===== src/rtl/writeback_stage.sv =====
// Writeback stage: retires one executed bundle per accept into register writes, a store handshake,
// a fetch redirect or a sticky halt. Optional retire counter guarded by WB_RETIRE_COUNT_EN.
module writeback_stage #(
  parameter int ADDR_W = 64,
  parameter int DATA_W = 64,
  parameter int REG_W  = 4
) (
  input  logic              clk,
  input  logic              reset,
  input  logic              exValidIn,
  input  logic [DATA_W-1:0] aluResultIn,
  input  logic [DATA_W-1:0] aluResultSpecialIn,
  input  logic [REG_W-1:0]  destRegIn,
  input  logic              destRegValidIn,
  input  logic [REG_W-1:0]  destRegSpecialIn,
  input  logic              destRegSpecialValidIn,
  input  logic              isMemoryAccessDestIn,
  input  logic [ADDR_W-1:0] memoryAddressDestIn,
  input  logic              didJumpIn,
  input  logic [ADDR_W-1:0] jumpTargetIn,
  input  logic              killIn,
  input  logic              memWriteAckIn,
  output logic              wbStallOut,
  output logic              regWrEnA,
  output logic [REG_W-1:0]  regWrAddrA,
  output logic [DATA_W-1:0] regWrDataA,
  output logic              regWrEnB,
  output logic [REG_W-1:0]  regWrAddrB,
  output logic [DATA_W-1:0] regWrDataB,
  output logic              memWriteReqOut,
  output logic [ADDR_W-1:0] memWriteAddrOut,
  output logic [DATA_W-1:0] memWriteDataOut,
  output logic              redirectValidOut,
  output logic [ADDR_W-1:0] redirectTargetOut,
  output logic              haltOut
`ifdef WB_RETIRE_COUNT_EN
  ,
  output logic [63:0]       retireCountOut
`endif
);

  typedef enum logic [1:0] {
    IDLE   = 2'd0,
    STORE  = 2'd1,
    HALTED = 2'd2
  } state_t;

  state_t state_q, state_d;

  logic              wrA_q, wrA_d;
  logic              wrB_q, wrB_d;
  logic              redir_q, redir_d;
  logic              capture;
  logic              capture_store;

  logic [REG_W-1:0]  addrA_q, addrB_q;
  logic [DATA_W-1:0] dataA_q, dataB_q;
  logic [ADDR_W-1:0] stAddr_q, target_q;
  logic [DATA_W-1:0] stData_q;

  // A non-kill accept is the only event that loads payload registers.
  assign capture       = (state_q == IDLE) && exValidIn && !killIn;
  assign capture_store = capture && isMemoryAccessDestIn;

  always_comb begin
    state_d = state_q;
    wrA_d   = 1'b0;
    wrB_d   = 1'b0;
    redir_d = 1'b0;
    case (state_q)
      IDLE: begin
        if (exValidIn) begin
          if (killIn) begin
            state_d = HALTED;
          end else begin
            // Special result wins when both ports target the same register.
            wrB_d   = destRegSpecialValidIn;
            wrA_d   = destRegValidIn && !isMemoryAccessDestIn &&
                      !(destRegSpecialValidIn && (destRegSpecialIn == destRegIn));
            redir_d = didJumpIn;
            if (isMemoryAccessDestIn) state_d = STORE;
          end
        end
      end
      STORE: begin
        if (memWriteAckIn) state_d = IDLE;
      end
      HALTED: begin
        state_d = HALTED;
      end
      default: begin
        state_d = IDLE;
      end
    endcase
  end

  always_ff @(posedge clk or posedge reset) begin
    if (reset) begin
      state_q <= IDLE;
      wrA_q   <= 1'b0;
      wrB_q   <= 1'b0;
      redir_q <= 1'b0;
    end else begin
      state_q <= state_d;
      wrA_q   <= wrA_d;
      wrB_q   <= wrB_d;
      redir_q <= redir_d;
    end
  end

  // Payload registers are cleared too so that every output reads 0 out of reset.
  always_ff @(posedge clk or posedge reset) begin
    if (reset) begin
      addrA_q  <= '0;
      dataA_q  <= '0;
      addrB_q  <= '0;
      dataB_q  <= '0;
      target_q <= '0;
    end else if (capture) begin
      addrA_q  <= destRegIn;
      dataA_q  <= aluResultIn;
      addrB_q  <= destRegSpecialIn;
      dataB_q  <= aluResultSpecialIn;
      target_q <= jumpTargetIn;
    end
  end

  // Store payload only loads on a store accept, so it stays stable through the ack wait.
  always_ff @(posedge clk or posedge reset) begin
    if (reset) begin
      stAddr_q <= '0;
      stData_q <= '0;
    end else if (capture_store) begin
      stAddr_q <= memoryAddressDestIn;
      stData_q <= aluResultIn;
    end
  end

`ifdef WB_RETIRE_COUNT_EN
  logic [63:0] count_q;

  always_ff @(posedge clk or posedge reset) begin
    if (reset) begin
      count_q <= '0;
    end else if (capture) begin
      count_q <= count_q + 64'd1;
    end
  end

  assign retireCountOut = count_q;
`endif

  assign wbStallOut        = (state_q != IDLE);
  assign memWriteReqOut    = (state_q == STORE);
  assign haltOut           = (state_q == HALTED);
  assign memWriteAddrOut   = stAddr_q;
  assign memWriteDataOut   = stData_q;
  assign regWrEnA          = wrA_q;
  assign regWrAddrA        = addrA_q;
  assign regWrDataA        = dataA_q;
  assign regWrEnB          = wrB_q;
  assign regWrAddrB        = addrB_q;
  assign regWrDataB        = dataB_q;
  assign redirectValidOut  = redir_q;
  assign redirectTargetOut = target_q;

endmodule


===== config.mk =====
export PLATFORM = sky130hd
export DESIGN_NAME = writeback_stage
export DESIGN_NICKNAME = d
export VERILOG_FILES = /design/src/rtl/writeback_stage.sv
export SDC_FILE = /design/constraint.sdc
export NUM_CORES = 1
export LEC_CHECK = 0
export CAP_MARGIN = 20
export CORE_AREA = 2 2 235 237
export CTS_CLUSTER_DIAMETER = 200
export DETAILED_ROUTE_END_ITERATION = 8
export DIE_AREA = 0 0 237 239
export PLACE_DENSITY = 0.53
export RECOVER_POWER = 100
export SETUP_SLACK_MARGIN = 0.1
export SLEW_MARGIN = 20
export SYNTH_ARGS = -nofsm -noshare
export SYNTH_HDL_FRONTEND = slang
export SYNTH_SLANG_ARGS = --single-unit

===== constraint.sdc =====
create_clock -name clk -period 10 [get_ports clk]
set_clock_uncertainty 0.2 [all_clocks]
set_input_delay 1 -clock clk [delete_from_list [all_inputs] [get_ports clk]]
set_output_delay 1 -clock clk [all_outputs]
set_load 0.005 [all_outputs]

# [After elaboration in Yosys (flattened, before gate mapping)]
# Index checks and enable logic that the tools add are counted.
[op_classes] eq_ne=6 n_mux=14 n_reduce_logical=12
[op_table] cell="$mux 1" count=9
[op_table] cell="$mux 2" count=4
[op_table] cell="$logic_and 1x1->1" count=6
[op_table] cell="$pmux 2 s3" count=1
[op_table] cell="$eq 4x4->1" count=1
[op_table] cell="$ne 2x2->1 const B" count=2
[op_table] cell="$logic_not 1->1" count=3
[op_table] cell="$ne 3x3->1 const B" count=1
[op_table] cell="$reduce_and 3->1" count=1
[op_table] cell="$eq 2x1->1 const B" count=1
[op_table] cell="$eq 2x2->1 const B" count=1
[op_table] cell="$logic_not 2->1" count=1
[op_table] cell="$reduce_bool 2->1" count=1
[word_totals] reg_bits=333 output_inout_bits=334

# [Logic depth before layout (Yosys ltp)]
[logic_depth] word_depth=7 mapped_depth=5

# [Least setup slack after synthesis]
# Ideal clock, no wire load.
[synth_path] path_type="input to register" start="in killIn" end="reg dataA_q[0], in the netlist regWrDataA[0]" setup_time_ps=125 t_arrival_ps=2108 required_time_ps=9675 path_slack_ps=7567 path_stages=4 path_buffers=2 path_cell_list="nor4b_4 > clkbuf_1 > buf_2 > mux2_2"
[synth_between] elab_chain_cells=2
[synth_lines] element="from (decl)" line_no="21" rtl="input logic killIn,"
[synth_lines] element="$logic_not 1->1" line_no="62" rtl="assign capture = (state_q == IDLE) && exValidIn && !killIn;"
[synth_lines] element="$logic_and 1x1->1" line_no="62"
[synth_lines] element="to (signal assigned)" line_no="121" rtl="dataA_q <= aluResultIn;"
[synth_lines] element="to (decl)" line_no="57" rtl="logic [DATA_W-1:0] dataA_q, dataB_q;"
# Every way passes these cells.
# A chain may end at the register's enable or synchronous reset.

# [Worst setup path in the final report]
[layout_path] start="in killIn" end="reg target_q[51], in the netlist redirectTargetOut[51]"
[layout_between] elab_chain_cells=2
[layout_lines] element="$logic_not 1->1" line_no="62"
[layout_lines] element="$logic_and 1x1->1" line_no="62"
[layout_lines] element="to (signal assigned)" line_no="124" rtl="target_q <= jumpTargetIn;"
[layout_lines] element="to (decl)" line_no="58" rtl="logic [ADDR_W-1:0] stAddr_q, target_q;"
# Every way passes these cells.

==> impl_metrics.toml <==
[timing]
layout_min_cycle_time_ns = 6.01
slew_headroom_pct = -148
timing.final.hold_violations = 0
final-setup-viol-count = 0
slew_violations = 261
fin_crit_sh_pct = 60.1
worst_pin_slew_ns = 3.72
setup_tns_ns = 0
rsz0062_at_grt = "false"
fmax_mhz = 166

[placement]
io_buffers = 606
place_area_mm2 = 0.0192
gp_congestion = 0.753
hpwl_um = 26900

[route]
drc = 0
via_count = 8346
firstDrtPassIters = 4
drt_iter0_drc = 240
ant_nets = 0
routed_wl_um = 37200
routed_via_density = 4.03
routedWlPerCell_um = 18.0

[run_status]
violations = "capacitance limit, slew limit"
status = "complete, but fails checks"

[grt]
antenna_found_initial = 1
grt_pass1_vias = 9177
grt_pass1_wl_um = 55600
grt-ovfl-total = 0
grt_max_degree = 163
track_usage_pct = 12.8

[critical_path]
start_kind = "input pin"
critPathKind = "in2reg"
end_kind = "register"
path_max_fanout = 75
critPathRequiredTime_ns = 10.21
cp.arrival_ns = 6.22
rrSetupSlack_ns = 4.53

[finish]
fin_nets = 1611
stdcell_area_mm2 = 0.0205
nFillCells = 5144
syn2layout_area_growth_pct = 65.8
drive_gt1_share_pct = 21.5
seqCellArea_mm2 = 0.00833
multi_input_area_mm2 = 0.00381

[cts]
clkSinkCount = 333
numCtsBuffers = 41
post_cts_buffers = 0
root_buffer = "clkbuf_16"
cts.path.max_buffers = 3
clkTransAtPathRegs_ns = 0.06
holdBufCountCts = 0
cts_tree = "built"
clkLatencyLatePin_ns = 0.53
ctsResizeCount = 0
htreeDepth = 2

[floorplanning]
io_pins = 607
start_util_pct = 22.7
rows = 86
die_h_um = 239
coreArea_mm2 = 0.0543
die_w_um = 237
die_area_mm2 = 0.0566

[synth]
synth_seq_cells = 333
ys_warn_count = 0
synth_nets = 992
syn_area_mm2 = 0.0124
synth_seq_area_share_pct = 67.4
synth.distinct_cells = 20
syn_inst = 719
avgSynthCellArea_um2 = 17.2

[power_and_ir_drop]
pwr_density_cell_mw_per_mm2 = 263
p_leak_nw = 8.97
ir_drop_v = 0.000186

[flow_run]
maxCapViolations = 3

[worst_hold_path]
worstHoldPathType = "reg2reg"
[power by group]
group / total (mW) / internal [mW] / switching, mW / leakage, nW
logic: 1.76 / 1.18 / 0.575 / 4.22
clock network: 1.45 / 0.892 / 0.555 / 0.653
registers: 2.18 / 1.92 / 0.264 / 4.09
total: 5.38 / 3.99 / 1.39 / 8.97
[state kept, by name, summed over array words and instances, names as in the netlist]
signal	flops
regWrAddrB	4
memWriteDataOut	64
regWrDataA	64
redirectTargetOut	64
regWrDataB	64
state_q	2
regWrAddrA	4
regWrEnA	1
regWrEnB	1
redirectValidOut	1
memWriteAddrOut	64
[placed cells by master, fill, tap and decap left out]
cell type	synthesis	routed
and2_1	2	2
o311a_1	1	1
clkdlybuf4s50_1	0	270
buf_6	0	1
nor4b_1	0	1
bufinv_16	0	2
clkinvlp_2	0	1
mux2_1	101	101
nand2b_1	3	3
clkbuf_16	0	41
a21oi_1	1	1
o2111ai_1	1	1
nor2b_1	3	3
xor2_1	1	1
clkbuf_2	0	1
clkbuf_1	1	11
nor2_1	1	1
nand2_1	1	1
dlygate4sd3_1	0	336
or2_2	1	1
buf_4	0	2
inv_1	4	3
a221o_1	1	1
clkbuf_8	0	12
clkinv_2	0	4
inv_8	0	1
o21ai_0	1	1
diode_2	0	1
mux2_2	227	227
buf_12	0	1
dfrtp_1	333	333
[per-layer routing]
metal | vias up | global-route usage (%) | part of all wire (%)
met5 | - | 0 | 0
met4 | 0 | 4.60 | 2.8
met3 | 63 | 5.09 | 9.2
met2 | 333 | 22.0 | 51
met1 | 4155 | 14.2 | 37
li1 | 3795 | - | -
[worst max-delay path, cell delays in order]
cell	delay, ns
dlygate4sd3_1	0.56
nor4b_1	0.36
clkbuf_1	2.64
buf_4	1.06
mux2_2	0.42
[path summary, 6_finish.rpt]
kind | start | endpoint | cells past startpoint
worst max-delay path | killIn | redirectTargetOut[51] | 5
worst min register to register | memWriteDataOut[52] | memWriteDataOut[52] | 1
max in group asynchronous | reset | memWriteAddrOut[21] | 3
min in group asynchronous | reset | regWrDataB[31] | 2
worst min-delay path | memWriteDataOut[52] | memWriteDataOut[52] | 1
worst max register to register | state_q[0] | redirectTargetOut[51] | 4
[final cells by class]
class | count | area share, %
antenna | 1 | 0.0122
clock buffer | 63 | 6.00
clock inverter | 7 | 0.446
inverter | 4 | 0.0794
multi-input combinational | 346 | 18.6
sequential | 333 | 40.7
tap | 704 | 4.30
timing repair buffer | 612 | 29.9
[cells by family after synthesis]
family	synth area share [%]
muxes	29.9
AOI/OAI and AO/OA	0.314
DFF	67.4
buffers and inverters	1.56
xor gates and xnor gates	0.0709
and+or+nand+nor	0.709
[stage by stage]
stage	power, mW	utilization, %	instances	worst slack, ns	hold slack (ns)
2_1_floorplan	2.74	-	719	4.35	0.289
3_3_place_gp	4.21	35.3	1999	5.66	0.273
3_5_place_dp	4.24	35.3	1999	5.66	0.281
4_1_cts	5.74	37.8	2069	6.25	0.293
5_1_grt	5.72	37.7	2070	3.41	0.298
6_report	5.38	37.7	2070	3.99	0.281
[synth_stat cells]
| library cell | n | area [um^2] |
|---|---|---|
| clkbuf_1 | 1 | 3.75 |
| o311a_1 | 1 | 10.0 |
| buf_2 | 34 | 170 |
| o21ai_0 | 1 | 5.00 |
| a21oi_1 | 1 | 5.00 |
| and2_1 | 2 | 12.5 |
| mux2_1 | 101 | 1140 |
| inv_1 | 4 | 15.0 |
| nor2b_1 | 3 | 18.8 |
| or2_2 | 1 | 6.26 |
| xor2_1 | 1 | 8.76 |
| mux2_2 | 227 | 2560 |
| dfrtp_1 | 333 | 8330 |
| o2111ai_1 | 1 | 8.76 |
| nand2b_1 | 3 | 18.8 |
| nor2_1 | 1 | 3.75 |
| nor4b_4 | 1 | 23.8 |
| a221o_1 | 1 | 10.0 |
| buf_1 | 1 | 3.75 |
| nand2_1 | 1 | 3.75 |
(Power assumes the default switching activity.)
==> RTL change (same settings) <==
Encoding of `state_t`: now one-hot (3 bits for 3 states).
--- a/src/rtl/writeback_stage.sv
+++ b/src/rtl/writeback_stage.sv
@@ -39,10 +39,10 @@
 `endif
 );
 
-  typedef enum logic [1:0] {
-    IDLE   = 2'd0,
-    STORE  = 2'd1,
-    HALTED = 2'd2
+  typedef enum logic [2:0] {
+    IDLE   = 3'b001,
+    STORE  = 3'b010,
+    HALTED = 3'b100
   } state_t;
 
   state_t state_q, state_d;
Behaviour: no difference found for any inputs over 4 cycles, from zero or initial values and one cycle with reset high; so few cycles prove little.
==> RTL change against the original RTL <==
- the run still ends with capacitance limit, slew limit left
- total power up 6.3%
- sequential cell count is 1 higher
- first-iteration DRC count down 15%
- worst setup slack improved by 0.36 ns
- non-clock buffer count rose by 2
- area after synthesis rose by 6.6%
- routed wire length rose by 6.8%
- global-route usage up 0.87 points
- cell area rose by 0.89%
- via count increased by 2.1%
- final cell count up 0.72%
- critical path type unchanged
==> RTL change: results (changes against the original RTL) <==
| Metric | Value |
|---|---|
| CTS max path bufs | 3 (unchanged) |
| Pre-CTS setup slack | 6.19 ns (was 5.66 ns) |
| FILL cells | 5214 (was 5144) |
| Vias | 8521 (was 8346) |
| # nets final | 1622 (was 1611) |
| CTS H-tree lvls | 2 (unchanged) |
| Area contributors post-synth | dfrtp_1 (63%), mux2_4 (19%), mux2_2 (14%) (was dfrtp_1 (67%), mux2_2 (21%), mux2_1 (9.2%)) |
| Post-CTS sizing | 0 (unchanged) |
| Largest net degree at the start of global routing | 167 (was 163) |
| CP delay by family, top | buffers and inverters (unchanged) |
| CP Max Fanout | 55 (was 75) |
| Warnings from Yosys | 0 (unchanged) |
| Layout cells sized above 1 | 0.172 (was 0.215) |
| Number of global-route vias before repair | 9228 (was 9177) |
| Leakage power | 0.00861 uW (was 0.00897 uW) |
| All-Layer GR Usage | 0.136 (was 0.128) |
| DP HPWL | 28900 um (was 26900 um) |
| Inst Count DP | 2008 (was 1999) |
| Cells after Synth | 729 (was 719) |
| Worst reg2reg path depth | 5 (was 4) |
| Synth Area in XOR/XNOR | 0.000665 (was 0.000709) |
| GP Congestion | 0.726 (was 0.753) |
| CTS Buf Count | 41 (unchanged) |
| Starting DRT DRC Count | 204 (was 240) |
| Min setup slack post-route | 4.35 ns (was 3.99 ns) |
| Post-synthesis mux area share | 0.328 (was 0.299) |
| Reg-to-reg endpoint | memWriteDataOut[32] (was redirectTargetOut[51]) |
| Max-slew violations | 361 (was 261) |
| Adder-cell share of the synthesized area | 0 (unchanged) |
| First-pass GRT wire length | 59100 um (was 55600 um) |
| Worst endpoint data arrival time | 5.87 ns (was 6.22 ns) |
| Max Cap Viol | 5 (was 3) |
| Post-synth top cells | dfrtp_1 (333), mux2_4 (167), mux2_2 (161), buf_6 (18), buf_2 (17) (was dfrtp_1 (333), mux2_2 (227), mux2_1 (101), buf_2 (34), inv_1 (4)) |
| Synth cell types | 24 (was 20) |
| Post-Syn Nets | 1002 (was 992) |
| Compound-cell area share of the yosys netlist | 0.00342 (was 0.00314) |
| Flop2flop setup slack | 4.58 ns (was 4.53 ns) |
| EDFF count, synth | 0 (unchanged) |
| RR Startpoint | state_q[0] (unchanged) |
| Status | finished with violations (unchanged) |
| Relative slew slack | -1.59 (was -1.48) |
| Worst Setup SP | isMemoryAccessDestIn (was killIn) |
| Failing checks | capacitance limit, slew limit (unchanged) |
| Crit path largest cell delay | 2.27 ns (was 2.64 ns) |
| Sequential area share after synthesis | 0.635 (was 0.674) |
| VDD IR-drop max | 145 uV (was 186 uV) |
| First drt pass iteration count | 4 (unchanged) |
| Via density | 4.09 (was 4.03) |
| Worst-Skew Late Latency | 0.54 ns |
| Clk slew on worst S/H paths | 0.06 ns (about the same) |
| DRT Wirelength | 39700 um (was 37200 um) |
| Synth Flop Type | dfrtp_1 (unchanged) |
| CP max stage cell | clkbuf_1 (unchanged) |
-- RTL change: through the flow --
step / instance area (um^2) / utilization
floorplan: 13200 / -
global placement: 19900 / 0.366
detailed placement: 19900 / 0.366
CTS: 21300 / 0.392
global route: 20700 / 0.380
finish: 20700 / 0.380
-- RTL change: where the power goes --
group	switching [uW]	internal, uW	total [uW]	leakage, uW
Combinational	680	1270	1950	0.00396
Sequential	284	1960	2240	0.00394
Clock	590	946	1540	0.000708
Total	1550	4170	5720	0.00861
-- RTL change: worst min-delay path by stage --
stage	endpoint	slack, ns	start	depth (start not counted)
floorplan	state_q[2]	0.24	state_q[1]	1
global placement	state_q[2]	0.27	state_q[1]	1
detailed placement	state_q[2]	0.28	state_q[1]	1
CTS	state_q[2]	0.29	state_q[1]	1
global route	regWrDataB[10]	0.30	regWrDataB[10]	1
finish	regWrDataB[16]	0.28	regWrDataB[16]	1
-- RTL change: cell type report --
cell class | instances | area (um^2) | area share
antenna | 1 | 2.50 | 0.000121
clock buffer | 63 | 1300 | 0.0630
inverter | 5 | 20.0 | 0.000969
multi-input combinational | 353 | 3850 | 0.187
tap | 704 | 881 | 0.0426
timing repair buffer | 614 | 6140 | 0.297
sequential | 334 | 8360 | 0.404
clock inverter | 11 | 113 | 0.00545
-- RTL change: metal layers --
metal	wire (um)	vias to the layer above	part of all wire	global-route usage
li1	-	3832	-	-
met1	15000	4310	0.38	0.156
met2	20200	318	0.51	0.233
met3	3580	61	0.090	0.0543
met4	890	0	0.022	0.0439
met5	0	-	0	0
-- RTL change: kinds of logic (layout without fill, tap and decap cells) --
group	after synthesis	count (layout)
AOI/OAI and AO/OA	5	5
DFF	334	334
and+or+nand+nor	19	19
muxes	328	328
xor gates and xnor gates	1	1
buffers and inverters	42	693
other	0	1
